[src/rtl/llr_frame_packer_if.sv]
// Sample-in / frame-out handshake bundle for llr_frame_packer.
// slave is the packer's view; master is the producer/decoder side driving it.
interface llr_frame_packer_if #(
    parameter int Y_NBITS = 8,
    parameter int BPS     = 12,
    parameter int Z_NBITS = 8
);
    logic signed [Y_NBITS-1:0] y;
    logic                      y_valid;
    logic                      y_sof;
    logic                      y_ready;
    logic [BPS*Z_NBITS-1:0]    z;
    logic                      z_valid;
    logic                      z_ready;

    modport master (output y, y_valid, y_sof, z_ready,
                    input  y_ready, z, z_valid);
    modport slave  (input  y, y_valid, y_sof, z_ready,
                    output y_ready, z, z_valid);
endinterface

[src/rtl/llr_frame_packer.sv]
// Scales/saturates serial channel samples to Z-format LLRs and packs BPS of them per frame.
// Optional LLR_SAT_COUNT_EN adds a 16-bit saturating count of clipped samples (sat_cnt).
module llr_lane #(
    parameter int Z_NBITS = 8
) (
    input  logic               clk,
    input  logic               rst,
    input  logic               we,
    input  logic               xfer,
    input  logic [Z_NBITS-1:0] d,
    output logic [Z_NBITS-1:0] q
);
    logic [Z_NBITS-1:0] work;

    // xfer copies the pre-edge working value, so a same-edge write to lane 0 is safe
    always_ff @(posedge clk) begin
        if (rst) begin
            work <= '0;
            q    <= '0;
        end else begin
            if (we)   work <= d;
            if (xfer) q    <= work;
        end
    end
endmodule

module llr_frame_packer #(
    parameter int BPS       = 12,
    parameter int Z_IBITS   = 4,
    parameter int Z_FBITS   = 4,
    parameter int Z_NBITS   = Z_IBITS + Z_FBITS,
    parameter int Y_NBITS   = 8,
    parameter int Y_FBITS   = 5,
    parameter int LLR_SHIFT = 1
) (
    input  logic                clk,
    input  logic                rst,
    llr_frame_packer_if.slave   bus,
`ifdef LLR_SAT_COUNT_EN
    output logic [15:0]         sat_cnt,
`endif
    output logic                sof_err
);
    localparam int S  = Z_FBITS + LLR_SHIFT - Y_FBITS;
    localparam int IW = (BPS > 1) ? $clog2(BPS) : 1;
    localparam logic signed [31:0] ZMAX = (32'sd1 <<< (Z_NBITS-1)) - 32'sd1;
    localparam logic signed [31:0] ZMIN = -ZMAX;

    typedef enum logic {FILL, HOLD} state_t;

    state_t                          state, state_n;
    logic                            pend, pend_n;
    logic                            zv, zv_n;
    logic [IW-1:0]                   idx, idx_n, widx;
    logic                            y_ready, acc, last, xfer;
    logic signed [31:0]              yx, scaled;
    logic [Z_NBITS-1:0]              llr;
    logic                            sat;
    logic [BPS-1:0][Z_NBITS-1:0]     zl;

    // full-width scale, then symmetric clip so the most-negative code never appears
    assign yx = {{(32-Y_NBITS){bus.y[Y_NBITS-1]}}, bus.y};

    generate
        if (S >= 0) begin : g_shl
            assign scaled = yx <<< S;
        end else begin : g_shr
            assign scaled = yx >>> (-S);
        end
    endgenerate

    always_comb begin
        sat = 1'b0;
        llr = scaled[Z_NBITS-1:0];
        if (scaled > ZMAX) begin
            sat = 1'b1;
            llr = ZMAX[Z_NBITS-1:0];
        end else if (scaled < ZMIN) begin
            sat = 1'b1;
            llr = ZMIN[Z_NBITS-1:0];
        end
    end

    always_comb begin
        state_n = state;
        pend_n  = 1'b0;
        xfer    = 1'b0;
        zv_n    = zv;
        idx_n   = idx;
        y_ready = (state == FILL);
        acc     = bus.y_valid && y_ready;
        widx    = bus.y_sof ? '0 : idx;
        last    = (widx == IW'(BPS-1));

        if (acc) idx_n = last ? '0 : widx + 1'b1;

        case (state)
            FILL: xfer = pend;
            HOLD: begin
                xfer = zv && bus.z_ready;
                if (xfer) state_n = FILL;
            end
            default: state_n = FILL;
        endcase

        if (xfer)                    zv_n = 1'b1;
        else if (zv && bus.z_ready)  zv_n = 1'b0;

        // completed frame moves out next edge only if the output will be free then
        if (acc && last) begin
            if (zv_n) state_n = HOLD;
            else      pend_n  = 1'b1;
        end
    end

    always_ff @(posedge clk) begin
        if (rst) begin
            state   <= FILL;
            pend    <= 1'b0;
            zv      <= 1'b0;
            idx     <= '0;
            sof_err <= 1'b0;
        end else begin
            state   <= state_n;
            pend    <= pend_n;
            zv      <= zv_n;
            idx     <= idx_n;
            sof_err <= acc && bus.y_sof && (idx != '0);
        end
    end

`ifdef LLR_SAT_COUNT_EN
    always_ff @(posedge clk) begin
        if (rst)                           sat_cnt <= '0;
        else if (acc && sat && ~&sat_cnt)  sat_cnt <= sat_cnt + 16'd1;
    end
`endif

    generate
        for (genvar i = 0; i < BPS; i++) begin : g_lane
            llr_lane #(.Z_NBITS(Z_NBITS)) u_lane (
                .clk  (clk),
                .rst  (rst),
                .we   (acc && (widx == IW'(i))),
                .xfer (xfer),
                .d    (llr),
                .q    (zl[i])
            );
        end
    endgenerate

    assign bus.z       = zl;
    assign bus.z_valid = zv;
    assign bus.y_ready = y_ready;
endmodule

[src/flat_wrapper.sv]
// flat-port wrapper written by rule: the top's interface ports become plain ports
module llr_frame_packer_flat 
#(
    parameter int BPS       = 12,
    parameter int Z_IBITS   = 4,
    parameter int Z_FBITS   = 4,
    parameter int Z_NBITS   = Z_IBITS + Z_FBITS,
    parameter int Y_NBITS   = 8,
    parameter int Y_FBITS   = 5,
    parameter int LLR_SHIFT = 1
)
  (clk, rst, sof_err, bus_y, bus_y_valid, bus_y_sof, bus_z_ready, bus_y_ready, bus_z, bus_z_valid);
  llr_frame_packer_if #(.Y_NBITS(Y_NBITS), .BPS(BPS), .Z_NBITS(Z_NBITS)) bus_i ();
  input  logic clk;
  input  logic rst;
  output logic sof_err;
  input wire logic [$bits(bus_i.y)-1:0] bus_y;
  input wire logic [$bits(bus_i.y_valid)-1:0] bus_y_valid;
  input wire logic [$bits(bus_i.y_sof)-1:0] bus_y_sof;
  input wire logic [$bits(bus_i.z_ready)-1:0] bus_z_ready;
  output wire logic [$bits(bus_i.y_ready)-1:0] bus_y_ready;
  output wire logic [$bits(bus_i.z)-1:0] bus_z;
  output wire logic [$bits(bus_i.z_valid)-1:0] bus_z_valid;
  assign bus_i.y = bus_y;
  assign bus_i.y_valid = bus_y_valid;
  assign bus_i.y_sof = bus_y_sof;
  assign bus_i.z_ready = bus_z_ready;
  assign bus_y_ready = bus_i.y_ready;
  assign bus_z = bus_i.z;
  assign bus_z_valid = bus_i.z_valid;
  llr_frame_packer #(.BPS(BPS), .Z_IBITS(Z_IBITS), .Z_FBITS(Z_FBITS), .Z_NBITS(Z_NBITS), .Y_NBITS(Y_NBITS), .Y_FBITS(Y_FBITS), .LLR_SHIFT(LLR_SHIFT)) u_core (.clk(clk), .rst(rst), .bus(bus_i), .sof_err(sof_err));
endmodule
[config.mk]
export PLATFORM = sky130hd
export DESIGN_NAME = llr_frame_packer_flat
export DESIGN_NICKNAME = d
export VERILOG_FILES = /design/src/rtl/llr_frame_packer_if.sv /design/src/rtl/llr_frame_packer.sv /design/src/flat_wrapper.sv
export SDC_FILE = /design/constraint.sdc
export NUM_CORES = 1
export LEC_CHECK = 0
export CORE_MARGIN = 5
export CORE_UTILIZATION = 49
export DETAILED_ROUTE_END_ITERATION = 7
export GPL_ROUTABILITY_DRIVEN = 0
export GPL_TIMING_DRIVEN = 0
export PLACE_DENSITY = 0.87
export SYNTH_ARGS = -nofsm -noshare
export SYNTH_HDL_FRONTEND = slang
export SYNTH_SLANG_ARGS = --single-unit
[constraint.sdc]
create_clock -name clk -period 1.9 [get_ports clk]
set_input_delay 0.19 -clock clk [delete_from_list [all_inputs] [get_ports clk]]
set_output_delay 0.19 -clock clk [all_outputs]
set_load 0.02 [all_outputs]
**Yosys cells after proc, flatten, opt, wreduce, memory -nomap -nowiden**

Cells that the tools add are included.

- Register bits after elaboration: 200
- Word-level logic and storage cells: 76
- Output and inout bits: 99
- Input bits: 13

- Bitwise gates (word level): 2
- $lt $le $gt $ge: 2
- Equal/unequal tests: 11
- Multiplexer cells: 12
- Reductions and logical operators: 19
- $add $sub $neg: 1

Operator list:

| kind | number |
|---|---|
| equality test 4 x 3 -> 1 bit (second input constant) | 4 |
| equality test 4 bit (second input constant) | 4 |
| logical AND 1 bit | 16 |
| two-way mux 8 bit | 2 |
| equality test 4 x 2 -> 1 bit (second input constant) | 2 |
| greater-than comparator 8 bit (second input constant) | 1 |
| < comparator 8 bit (second input constant) | 1 |
| two-way mux 4 bit | 2 |
| two-way mux 1 bit | 7 |
| adder 4 x 1 -> 4 bit (second input constant) | 1 |
| equality test 4 x 1 -> 1 bit (second input constant) | 1 |
| zero test 4 bit | 1 |
| nonzero test 4 bit | 1 |
| NOT 1 bit | 2 |
| one-hot mux 1 bit (2 select lines) | 1 |
| OR reduction 2 bit | 1 |

**Longest topological paths before layout**

- Word-level depth: 5
- Gate-level depth with buffers: 8
- Gate-level depth less buffers: 6

**By module**

From an unflattened synthesis, not the netlist that was laid out.

- Cell total of the unflattened synthesis: 700
- Area total of the unflattened synthesis: 7,573.5 sq um

By module, submodules not included:

| module | area each (sq um) | cells each | instances | seq. area each (sq um) |
|---|---|---|---|---|
| llr_lane | 579.3 | 52 | 12 | 320.3 |
| llr_frame_packer | 621.8 | 76 | 1 | 160.2 |

**Least setup slack after synthesis**

No wires, ideal clock.

- Path kind: input port to flip-flop
- From: input bus_y[1]
- To: register u_core.g_lane[0].u_lane.work[1]
- Setup slack: -0.078 ns
- Stages: 7
- Arrival: 1.905 ns
- Setup time: 0.073 ns
- Data required time: 1.827 ns
- Path buffers: 1
- Cells stage by stage: or4_1 -> o41ai_1 -> ha_1 -> nor2_1 -> nand2_1 -> clkbuf_1 -> mux2i_1

- Longest elaborated chain between the ends: 3
- Elaborated cells between the ends (all ways): 4
- Classes of those cells: order compare: 2; mux: 2

RTL lines:

| what | RTL line | text |
|---|---|---|
| start: declaration | flat_wrapper.sv:17 | `input wire logic [$bits(bus_i.y)-1:0] bus_y;` |
| < comparator 8 bit | llr_frame_packer.sv:78 | `end else if (scaled < ZMIN) begin` |
| two-way mux 8 bit | llr_frame_packer.sv:78 |  |
| two-way mux 8 bit * | llr_frame_packer.sv:75 | `if (scaled > ZMAX) begin` |
| end signal: assignment | llr_frame_packer.sv:18 | `work <= '0;` |
| end signal: assignment | llr_frame_packer.sv:21 | `if (we) work <= d;` |
| end: declaration | llr_frame_packer.sv:13 | `logic [Z_NBITS-1:0] work;` |

Mark *: on every way between the ends. The rest lies on a longest branch, timed or not.
A chain may end at the register's enable or synchronous reset.

**Final worst setup path**

- From: input bus_y[0]
- To: register u_core.g_lane[1].u_lane.work[6]

- Longest elaborated chain between the ends: 3
- Elaborated cells between the ends (all ways): 4
- Classes of those cells: order compare: 2; mux: 2

RTL lines:

| what | RTL line |
|---|---|
| < comparator 8 bit | llr_frame_packer.sv:78 |
| two-way mux 8 bit | llr_frame_packer.sv:78 |
| two-way mux 8 bit * | llr_frame_packer.sv:75 |
| end signal: assignment | llr_frame_packer.sv:18 |
| end signal: assignment | llr_frame_packer.sv:21 |
| end: declaration | llr_frame_packer.sv:13 |

Marks and branches as above.

==> run_results.csv <==
group,metric,value,unit
cells_and_area,fillers,1211,
placed_design,port_buffers,111,
cells_and_area,drive_above_1_share,12.4,%
power_and_ir_drop,p_int,6.45,mW
cells_and_area,syn2layout_area_growth,29.4,%
setup_path,reg2regPathDepth,6,
placed_design,post-place-ws,-1.12,ns
synthesis,seq_area_frac_synth,50.8,%
setup_path,crit_path_start_kind,"primary input",
min_path,holdPathStages,3,
setup_path,crit_type,"in -> reg",
clock_network,cts_tree,"yes",
setup_path,worstSetupEndpointType,"register",
setup_path,path_max_fanout,10,
min_path,hp-start,"bus_y[1]",
floorplan,die_w,137,microns
sta,relSlewSlack,63.5,%
power_and_ir_drop,p_sw,1.84,mW
synthesis,synth_common_cells,"200 x dfxtp_1, 110 x a21oi_1, 99 x nand3_1, 88 x nand2b_1, 87 x o21ai_0",
power_and_ir_drop,pwr-share-comb,4.6,%
routing,remaining_drc_errors,0,
min_path,worst_hold_path_type,"in -> reg",
flow_run,drv_cap,0,
clock_network,cts_sinks,200,
routing,wl,22500,microns
synthesis,yosysMostFrequentCell,"dfxtp_1",
setup_path,cp_num_buf_inv,3,
synthesis,synth_seq_cells,200,
power_and_ir_drop,switching_share,22.2,%
power_and_ir_drop,totalPowerFinal,8.29,mW
floorplan,rows,46,
setup_path,path_delay_family,"simple AND/OR/NAND/NOR gates",
setup_path,critical_path.cell_chain,"clkdlybuf4s15_2 -> or4_4 -> o41ai_4 -> ha_4 -> nor2_4 -> buf_4 -> nand2_2 -> clkbuf_8 -> mux2i_1",
clock_network,ctsHoldBuffers,0,
sta,maxSlewViolCount,0,
min_path,holdPathEnd,"u_core.g_lane[5].u_lane.work[1]$_SDFFE_PP0P_",
setup_path,rrSetupSlack,0.10,ns
synthesis,yosys.area.top_type,"dfxtp_1",
setup_path,r2r_end,"u_core.state$_SDFF_PP0_",
setup_path,critPathArrivalTime,2.23,ns
cells_and_area,num_antenna_cells,0,
synthesis,synth_edf_count,0,
floorplan,initial_core_util,49.8,%
clock_network,cts_buffers,17,
sta,rsz0062_at_grt,"true",
sta,setup_viol,0,
grt,grt_max_degree,17,
sta,worst_pin_slew,0.540,ns
setup_path,r2r_start,"u_core.idx[0]$_SDFFE_PP0P_",
cells_and_area,final_util,64.5,%
power_and_ir_drop,pwr-share-clk,44.5,%
routing,vias,6900,
routing,drt-initial-drc-count,619,
grt,grt_pass1_vias,6696,
clock_network,clock_latency,0.44,ns
sta,setup_tns,0,ns
floorplan,dieHeight,137,microns
synthesis,synth_top_area_share,50.8,%
synthesis,synthTopCellsByArea,"dfxtp_1 51%, mux2i_1 11%, a21oi_1 7.0%",
clock_network,clkSlewWorstSetupHoldPaths,0.07,ns
synthesis,async_reset_ff_share,0,%
power_and_ir_drop,seq_power_share,50.9,%
floorplan,io_pins,112,
routing,drt_pre_antenna_iters,5,
routing,ant_nets,0,
sta,worst_slack,0.0364,ns
clock_network,root_buffer,"clkbuf_16",
clock_network,cts_max_path_buffers,2,
setup_path,critPathRequiredTime,2.26,ns
clock_network,htreeDepth,4,
placed_design,hpwlAfterDp,14200,microns
power_and_ir_drop,p_leak,4.02,nW
synthesis,ys.flop_type,"dfxtp_1",
synthesis,ys_warn_count,0,
floorplan,dieArea,18700,sq um
routing,vias_per_cell,5.74,
power_and_ir_drop,power.density,812,nW/um^2
synthesis,netlist_area,7890,sq um
sta,fin_crit_sh,98.1,%
grt,grtUsageTotal,24.3,%
floorplan,fp.coreArea,15800,sq um
cells_and_area,nNetsFinal,992,
grt,antenna_found_initial,0,
routing,post_drt_wl_per_cell,18.7,microns
synthesis,synth.distinct_cells,43,
sta,skew,0.0115,ns
sta,fmax,537,MHz
synthesis,syn_inst,837,
grt,grt_overflow,0,
setup_path,critPathMaxStageDelay,0.53,ns
power_and_ir_drop,max-vdd-ir-drop,0.697,mV
synthesis,syn_area_per_cell,9.42,sq um
grt,grt_pass1_wl,35300,microns
sta,period_minus_slack,1.86,ns
setup_path,cp_slowest_cell,"or4_4",
synthesis,syn-num-nets,855,
sta,hold_violations,0,
outcome,status,"completed",
sta,whs,0.114,ns
==> cells in the final DEF, fill, tap and decap left out, types with 4 or more instances in the layout <==
cell type,synthesis,final
nand2_2,7,7
o21ai_0,87,87
dfxtp_1,200,200
a21oi_1,110,110
clkbuf_1,42,35
buf_4,7,12
clkbuf_8,0,10
a41o_1,4,4
nor2_1,5,4
o21ai_1,10,10
nand2_1,11,5
nand2_4,1,5
clkbuf_2,7,6
nand3_2,3,4
inv_1,8,8
clkbuf_16,0,21
a311oi_1,7,7
mux2i_1,84,84
clkinv_2,0,4
nand3_1,99,98
nand2b_1,88,87
clkdlybuf4s50_1,0,106
buf_2,22,22
==> metrics by stage <==
stage	instances	instance area (sq um)
CTS	1203	10200
finish	1203	10200
floorplan	837	7900
global placement	1164	9280
detailed placement	1164	9280
global route	1203	10200
==> worst max-delay path by stage <==
stage | end | slack (ns) | from | cells past startpoint
floorplan | u_core.g_lane[0].u_lane.work[1]$_SDFFE_PP0P_ | 0.03 | bus_y[1] | 7
global placement | u_core.g_lane[0].u_lane.work[1]$_SDFFE_PP0P_ | -0.87 | bus_y[1] | 8
detailed placement | u_core.g_lane[10].u_lane.work[1]$_SDFFE_PP0P_ | -1.12 | bus_y[1] | 8
CTS | u_core.g_lane[3].u_lane.work[5]$_SDFFE_PP0P_ | 0.003 | bus_y[0] | 9
global route | u_core.state$_SDFF_PP0_ | 0.003 | bus_y_sof | 8
finish | u_core.g_lane[1].u_lane.work[6]$_SDFFE_PP0P_ | 0.04 | bus_y[0] | 9
==> power by group through the flow <==
stage | combinational [mW] | sequential (mW) | clock (mW)
floorplan | 0.179 | 4.31 | 0
global placement | 0.281 | 4.32 | 0
detailed placement | 0.286 | 4.32 | 0
CTS | 0.360 | 4.22 | 3.68
global route | 0.396 | 4.22 | 3.90
finish | 0.381 | 4.22 | 3.68
==> state kept, by name, summed over array words and instances (netlist names) <==
signal and cells:
u_core.g_lane.u_lane.q 96, u_core.bus.z_valid 1, u_core.sof_err 1, u_core.pend 1
u_core.state 1, u_core.g_lane.u_lane.work 96, u_core.idx 4
==> cell families (layout without fill, tap and decap cells) <==
| group | after synthesis | in the layout | synth area share, % |
|---|---|---|---|
| DFF | 200 | 200 | 50.8 |
| AOI/OAI and AO/OA | 225 | 225 | 15.1 |
| and+or+nand+nor | 234 | 234 | 17.4 |
| muxes | 84 | 84 | 10.7 |
| adders and majority gates | 5 | 5 | 0.793 |
| buffers and inverters | 89 | 239 | 5.22 |
==> per-layer routing <==
layer / wire length [microns] / part of all wire, % / GRT usage, % / vias to the layer above
met3: 1520 / 6.8 / 5.96 / 54
met1: 9410 / 42 / 31.0 / 3363
met2: 10900 / 48 / 39.6 / 277
met4: 664 / 3.0 / 9.65 / 0
li1: - / - / - / 3206
met5: 0 / 0 / 0 / -
==> worst reg2reg max path, stage by stage (launching register included) <==
cell      delay [ns]
dfxtp_1         0.39
nand2b_1        0.13
inv_1           0.11
ha_2            0.26
and4bb_4        0.35
nand2_4         0.14
a221oi_1        0.31
==> layout make-up <==
class	instances	area [sq um]	area share, %
Clock buffer	21	480	4.71
Multi-Input combinational cell	548	3610	35.3
Clock inverter	11	120	1.18
Sequential cell	200	4000	39.2
Buffer	80	497	4.87
Timing Repair Buffer	119	1200	11.7
Inverter	8	30.0	0.294
Tap cell	216	270	2.65
==> repair_timing <==
action / 4_1_cts / 5_1_grt
buffers inserted: 5 / 0
gates resized for setup: 56 / 10
pin swaps: 7 / 3
endpoints found under the setup margin: 111 / 73
gates cloned: 3 / 0
No activity file was read; power rests on OpenSTA's default activity.
==> variant 1: new RTL, same flow settings <==
Register the output `sof_err` once more, with the module's reset; this adds one clock of latency there. The other outputs are not delayed to match.
--- a/src/rtl/llr_frame_packer.sv
+++ b/src/rtl/llr_frame_packer.sv
@@ -49,2 +49,4 @@
     typedef enum logic {FILL, HOLD} state_t;
+
+    logic sof_err_s0;
 
@@ -121,3 +123,3 @@
             idx     <= '0;
-            sof_err <= 1'b0;
+            sof_err_s0 <= 1'b0;
         end else begin
@@ -127,3 +129,3 @@
             idx     <= idx_n;
-            sof_err <= acc && bus.y_sof && (idx != '0);
+            sof_err_s0 <= acc && bus.y_sof && (idx != '0);
         end
@@ -154,2 +156,10 @@
     assign bus.y_ready = y_ready;
+    always_ff @(posedge clk) begin
+        if (rst) begin
+            sof_err <= '0;
+        end else begin
+            sof_err <= sof_err_s0;
+        end
+    end
+
 endmodule
Formal check against the unedited RTL: not equivalent (a bounded check fails within 4 cycles, from zero or initial values and one cycle with rst high).
==> variant 1 against the unedited design <==
  * The flow now finishes with violations (negative setup slack)
  * Sequential share of layout area is 0.22 points higher
  * Worst setup slack worse by 100 ps
  * Sequential cell count is 1 higher
  * Global-route usage is 2.0 points lower
  * Total power is 2.8% higher
  * Hold slack worse by 4.1 ps
  * Cell area hardly changed
  * Critical path depth is 1 lower
  * Synthesized area is 0.32% higher
  * Routed wire length is 3.4% lower
  * Register-to-register slack better by 30 ps
  * Critical endpoint unchanged
==> variant 1: results (changes against the unedited design) <==
* Slowest CP cell: or4_4
* Synth top cells by count: dfxtp_1, a21oi_1, nand3_1
* Relative slew slack at 0.652 (+0.0174)
* DR vias/cell at 5.58 (-2.7%)
* Top delay family on crit path: simple AND/OR/NAND/NOR gates
* Setup bufs post-CTS at 3 (-2)
* Antenna diodes at 0 (unchanged)
* Final setup violating endpoints at 30 (+30)
* Detail Placement HPWL at 14.1 mm (-0.74%)
* P_leak at 4.06 nW (+1.0%)
* Number of cells on the worst hold path at 3 (unchanged)
* Slowest cell delay on critical path at 520 ps
* Leading registers by flop count: u_core.g_lane.u_lane.q: 96 flops, u_core.g_lane.u_lane.work: 96 flops, u_core.idx: 4 flops
* Routed len/inst at 18.0 um (-3.6%)
* Drt first pass iters at 5 (unchanged)
* Clk slew on worst S/H paths at 60 ps
* Reg2reg path depth at 7 (+1)
* WHS at 109 ps (-4.07 ps)
* Post-cts gate resize count at 36 (-36%)
* Number of global-route vias before repair at 6747 (+0.76%)
* WHS Endpoint: u_core.g_lane[6].u_lane.work[0]$_SDFFE_PP0P_
* Worst-path fanout max at 10 (unchanged)
* Setup crit start: bus_y[4]
* Crit path to: u_core.g_lane[1].u_lane.work[6]$_SDFFE_PP0P_
* Final worst path period need at 1970 ps (+105 ps)
* Finished Layout Cells at 1205 (+0.17%)
* Fraction of layout instances using a drive strength above 1 at 0.114 (-0.00935)
* Dpl ws at -905 ps (+213 ps)
* Netlist cell types at 43 (unchanged)
* Clock Path Buffers at 3 (+1)
* Reg2reg setup slack at 130 ps (+30 ps)
* Critical Path AT at 2380 ps (+150 ps)
* Initial drt markers at 623 (+0.65%)
* Outcome: finished with violations
* Skew-Pair Late Insertion Delay at 490 ps (+50 ps)
* Mapped Cells at 839 (+0.24%)
* Syn nets at 857 (+0.23%)
* Antenna violations before repair at 0 (unchanged)
* Port bufs at 111 (unchanged)
* YS warnings at 0 (unchanged)
* Worst Min Path Start: bus_y[0]
* Total GRT Usage at 0.223 (-0.0197)
* Worst clock skew at 4.89 ps (-6.65 ps)
* First-pass GRT wire length at 33.7 mm (-4.4%)
* H-tree levels at 1 (-3)
* Async SR Flop Fraction at 0 (unchanged)
* Reg2reg end: u_core.g_lane[5].u_lane.work[0]$_SDFFE_PP0P_
* Total CTS buffers at 20 (+3)
* VDD IR max at 0.482 mV (-31%)
* NumNets Final at 994 (+0.20%)
* Largest net degree at the start of global routing at 15 (-2)
* Reg2reg start: u_core.idx[0]$_SDFFE_PP0P_
* Violated checks: negative setup slack
* Post-route setup TNS at -523 ps (-523 ps)
* Ranking of synthesized cells by area: dfxtp_1, mux2i_1, a21oi_1, nand2b_1, nand3_1
* Seq/Total Area, Yosys at 0.509 (+0.000925)
* Final WS setup at -68.2 ps (-105 ps)
* Placed Area at 0.00930 mm^2 (+0.27%)
-- variant 1: kinds of logic (layout without fill, tap and decap cells) --
kind of cell / after synthesis / after routing / share of synthesized area
buffers and inverters: 89 / 239 / 0.0519
multiplexers: 84 / 84 / 0.106
AO/OA/AOI/OAI: 225 / 225 / 0.151
adder cells (fa/ha/maj): 5 / 5 / 0.00791
flip-flops: 201 / 201 / 0.509
AND/OR/NAND/NOR: 235 / 235 / 0.175
-- variant 1: routing by layer --
layer  wire length (um)  up-vias  GRT usage
met4                622        0     0.0870
met2              10700      196      0.382
met5                  0        -          0
met1               9110     3240      0.279
met3               1260       57     0.0393
li1                   -     3230          -
-- variant 1: power by group --
group	switching [mW]	internal, mW
combinational	0.201	0.144
clock	1.58	2.35
sequential	0.0114	4.23
total	1.79	6.73
-- variant 1: layout make-up --
class	count	area [um^2]
clock buffers	31	613
plain buffers	79	474
flip-flops and latches	201	4020
clock inverters	4	45.0
fillers	1260	5690
well taps	216	270
multi-input cells	549	3590
inverters	8	30.0
repair buffers	117	1150
==> variant 2: new RTL, same settings <==
Made on the original files. `Z_IBITS` is set to 4 in 2 places; all go to 6.
--- a/src/rtl/llr_frame_packer.sv
+++ b/src/rtl/llr_frame_packer.sv
@@ -28,3 +28,3 @@
     parameter int BPS       = 12,
-    parameter int Z_IBITS   = 4,
+    parameter int Z_IBITS   = 6,
     parameter int Z_FBITS   = 4,
--- a/src/flat_wrapper.sv
+++ b/src/flat_wrapper.sv
@@ -4,3 +4,3 @@
     parameter int BPS       = 12,
-    parameter int Z_IBITS   = 4,
+    parameter int Z_IBITS   = 6,
     parameter int Z_FBITS   = 4,
Ports: changed (resized bus_z); port bits go from 112 to 136. No check against the original RTL was run, so the function may have changed too.
==> variant 2 against the unedited design <==
  * Total power increased by 14%
  * Routed wire length rose by 26%
  * Sequential power rose by 12%
  * Cell area grew 12%
  * Synthesized area grew 13%
  * Sequential cell count up 24
  * Critical path depth shrank 2
  * Clock skew grew 4.7 ps
  * Worst setup slack worse by 20 ps
  * Critical path type is now reg2reg
==> variant 2: results (changes against the unedited design) <==
* Worst-path fanout max at 7 (-3)
* NumNets Final at 1236 (+25%)
* Total CTS buffers at 23 (+6)
* Slowest CP cell: dfxtp_1
* Fill cells at 1431 (+18%)
* Leading registers by flop count: u_core.g_lane.u_lane.q: 108 flops, u_core.g_lane.u_lane.work: 108 flops, u_core.idx: 4 flops
* VDD IR max at 0.609 mV (-13%)
* DRT Wirelength at 28.3 mm (+26%)
* Met1 WL at 10.8 mm (+14%)
* Syn nets at 1076 (+26%)
* Ranking of synthesized cells by area: dfxtp_1, a21oi_1, o21ai_0, nand3_1, buf_2
* Reg2reg path depth at 7 (+1)
* Port bufs at 133 (+20%)
* Worst clock skew at 16.2 ps (+4.69 ps)
* Seq/Total Area, Yosys at 0.501 (-0.00636)
* Largest net degree at the start of global routing at 15 (-2)
* Inverters excl. clock at 4 (-4)
* Layout area overhead at 27.3%
* Multi-input gate area at 0.00382 mm^2 (+6.0%)
* Critical Path AT at 2300 ps (+70 ps)
* Dpl ws at -624 ps (+493 ps)
* Mapped Cells at 1059 (+27%)
* WHS at 182 ps (+68.0 ps)
* Fraction of layout instances using a drive strength above 1 at 0.104 (-0.0198)
* P_leak at 3.79 nW (-5.6%)
* WHS Endpoint: u_core.g_lane[8].u_lane.work[9]$_SDFFE_PP0P_
* Register Area at 0.00449 mm^2 (+12%)
* Initial drt markers at 1099 (+78%)
* Drt first pass iters at 6 (+1)
* Power Density at 832 mW/mm^2 (+2.5%)
* Multi-input gate count at 698 (+27%)
* Switching power at 2.10 mW (+14%)
* Slowest cell delay on critical path at 400 ps (-130 ps)
* Clock Path Buffers at 3 (+1)
* Skew-Pair Late Insertion Delay at 510 ps (+70 ps)
* Outcome: finished clean
* Combinational power share at 0.036 (-0.010)
* Synth top cells by count: dfxtp_1, a21oi_1, o21ai_0
* Antenna diodes at 1 (+1)
* Worst Min Path Start: bus_y[7]
* Buffering overhead at 0.179 (+0.0133)
* Compound-gate portion of the synthesized area at 0.232 (+0.0806)
* Clk network pwr share at 0.465 (+0.020)
* Cells after DPL at 1421 (+22%)
* Adder-cell share of the synthesized area at 0.00559 (-0.00234)
* Number of global-route vias before repair at 8530 (+27%)
* Reg2reg setup slack at 20 ps (-80 ps)
==> variant 2: changes by cell type after synthesis, sizes merged, moves of 7 or more <==
| cell | before | now |
|---|---|---|
| nand3 | 103 | 192 |
| buf | 32 | 74 |
| nand2b | 89 | 32 |
| a21oi | 110 | 199 |
| nor2b | 2 | 12 |
| a311oi | 7 | 0 |
| dfxtp | 200 | 224 |
| nand2 | 19 | 9 |
| o21ai | 97 | 204 |
| clkbuf | 49 | 59 |
| mux2i | 84 | 14 |
==> variant 2: routing by layer <==
layer  GRT usage  vias to the layer above
met3      0.0471                      137
met4       0.147                        0
li1            -                     4082
met2       0.414                      552
met1       0.300                     4191
met5           0                        -
==> variant 2: timing repair <==
action                                 4_1_cts  5_1_grt
buffers inserted                             0        2
endpoints found under the hold margin        0        0
setup endpoints to repair                   44       67
gates resized for setup                      7       21
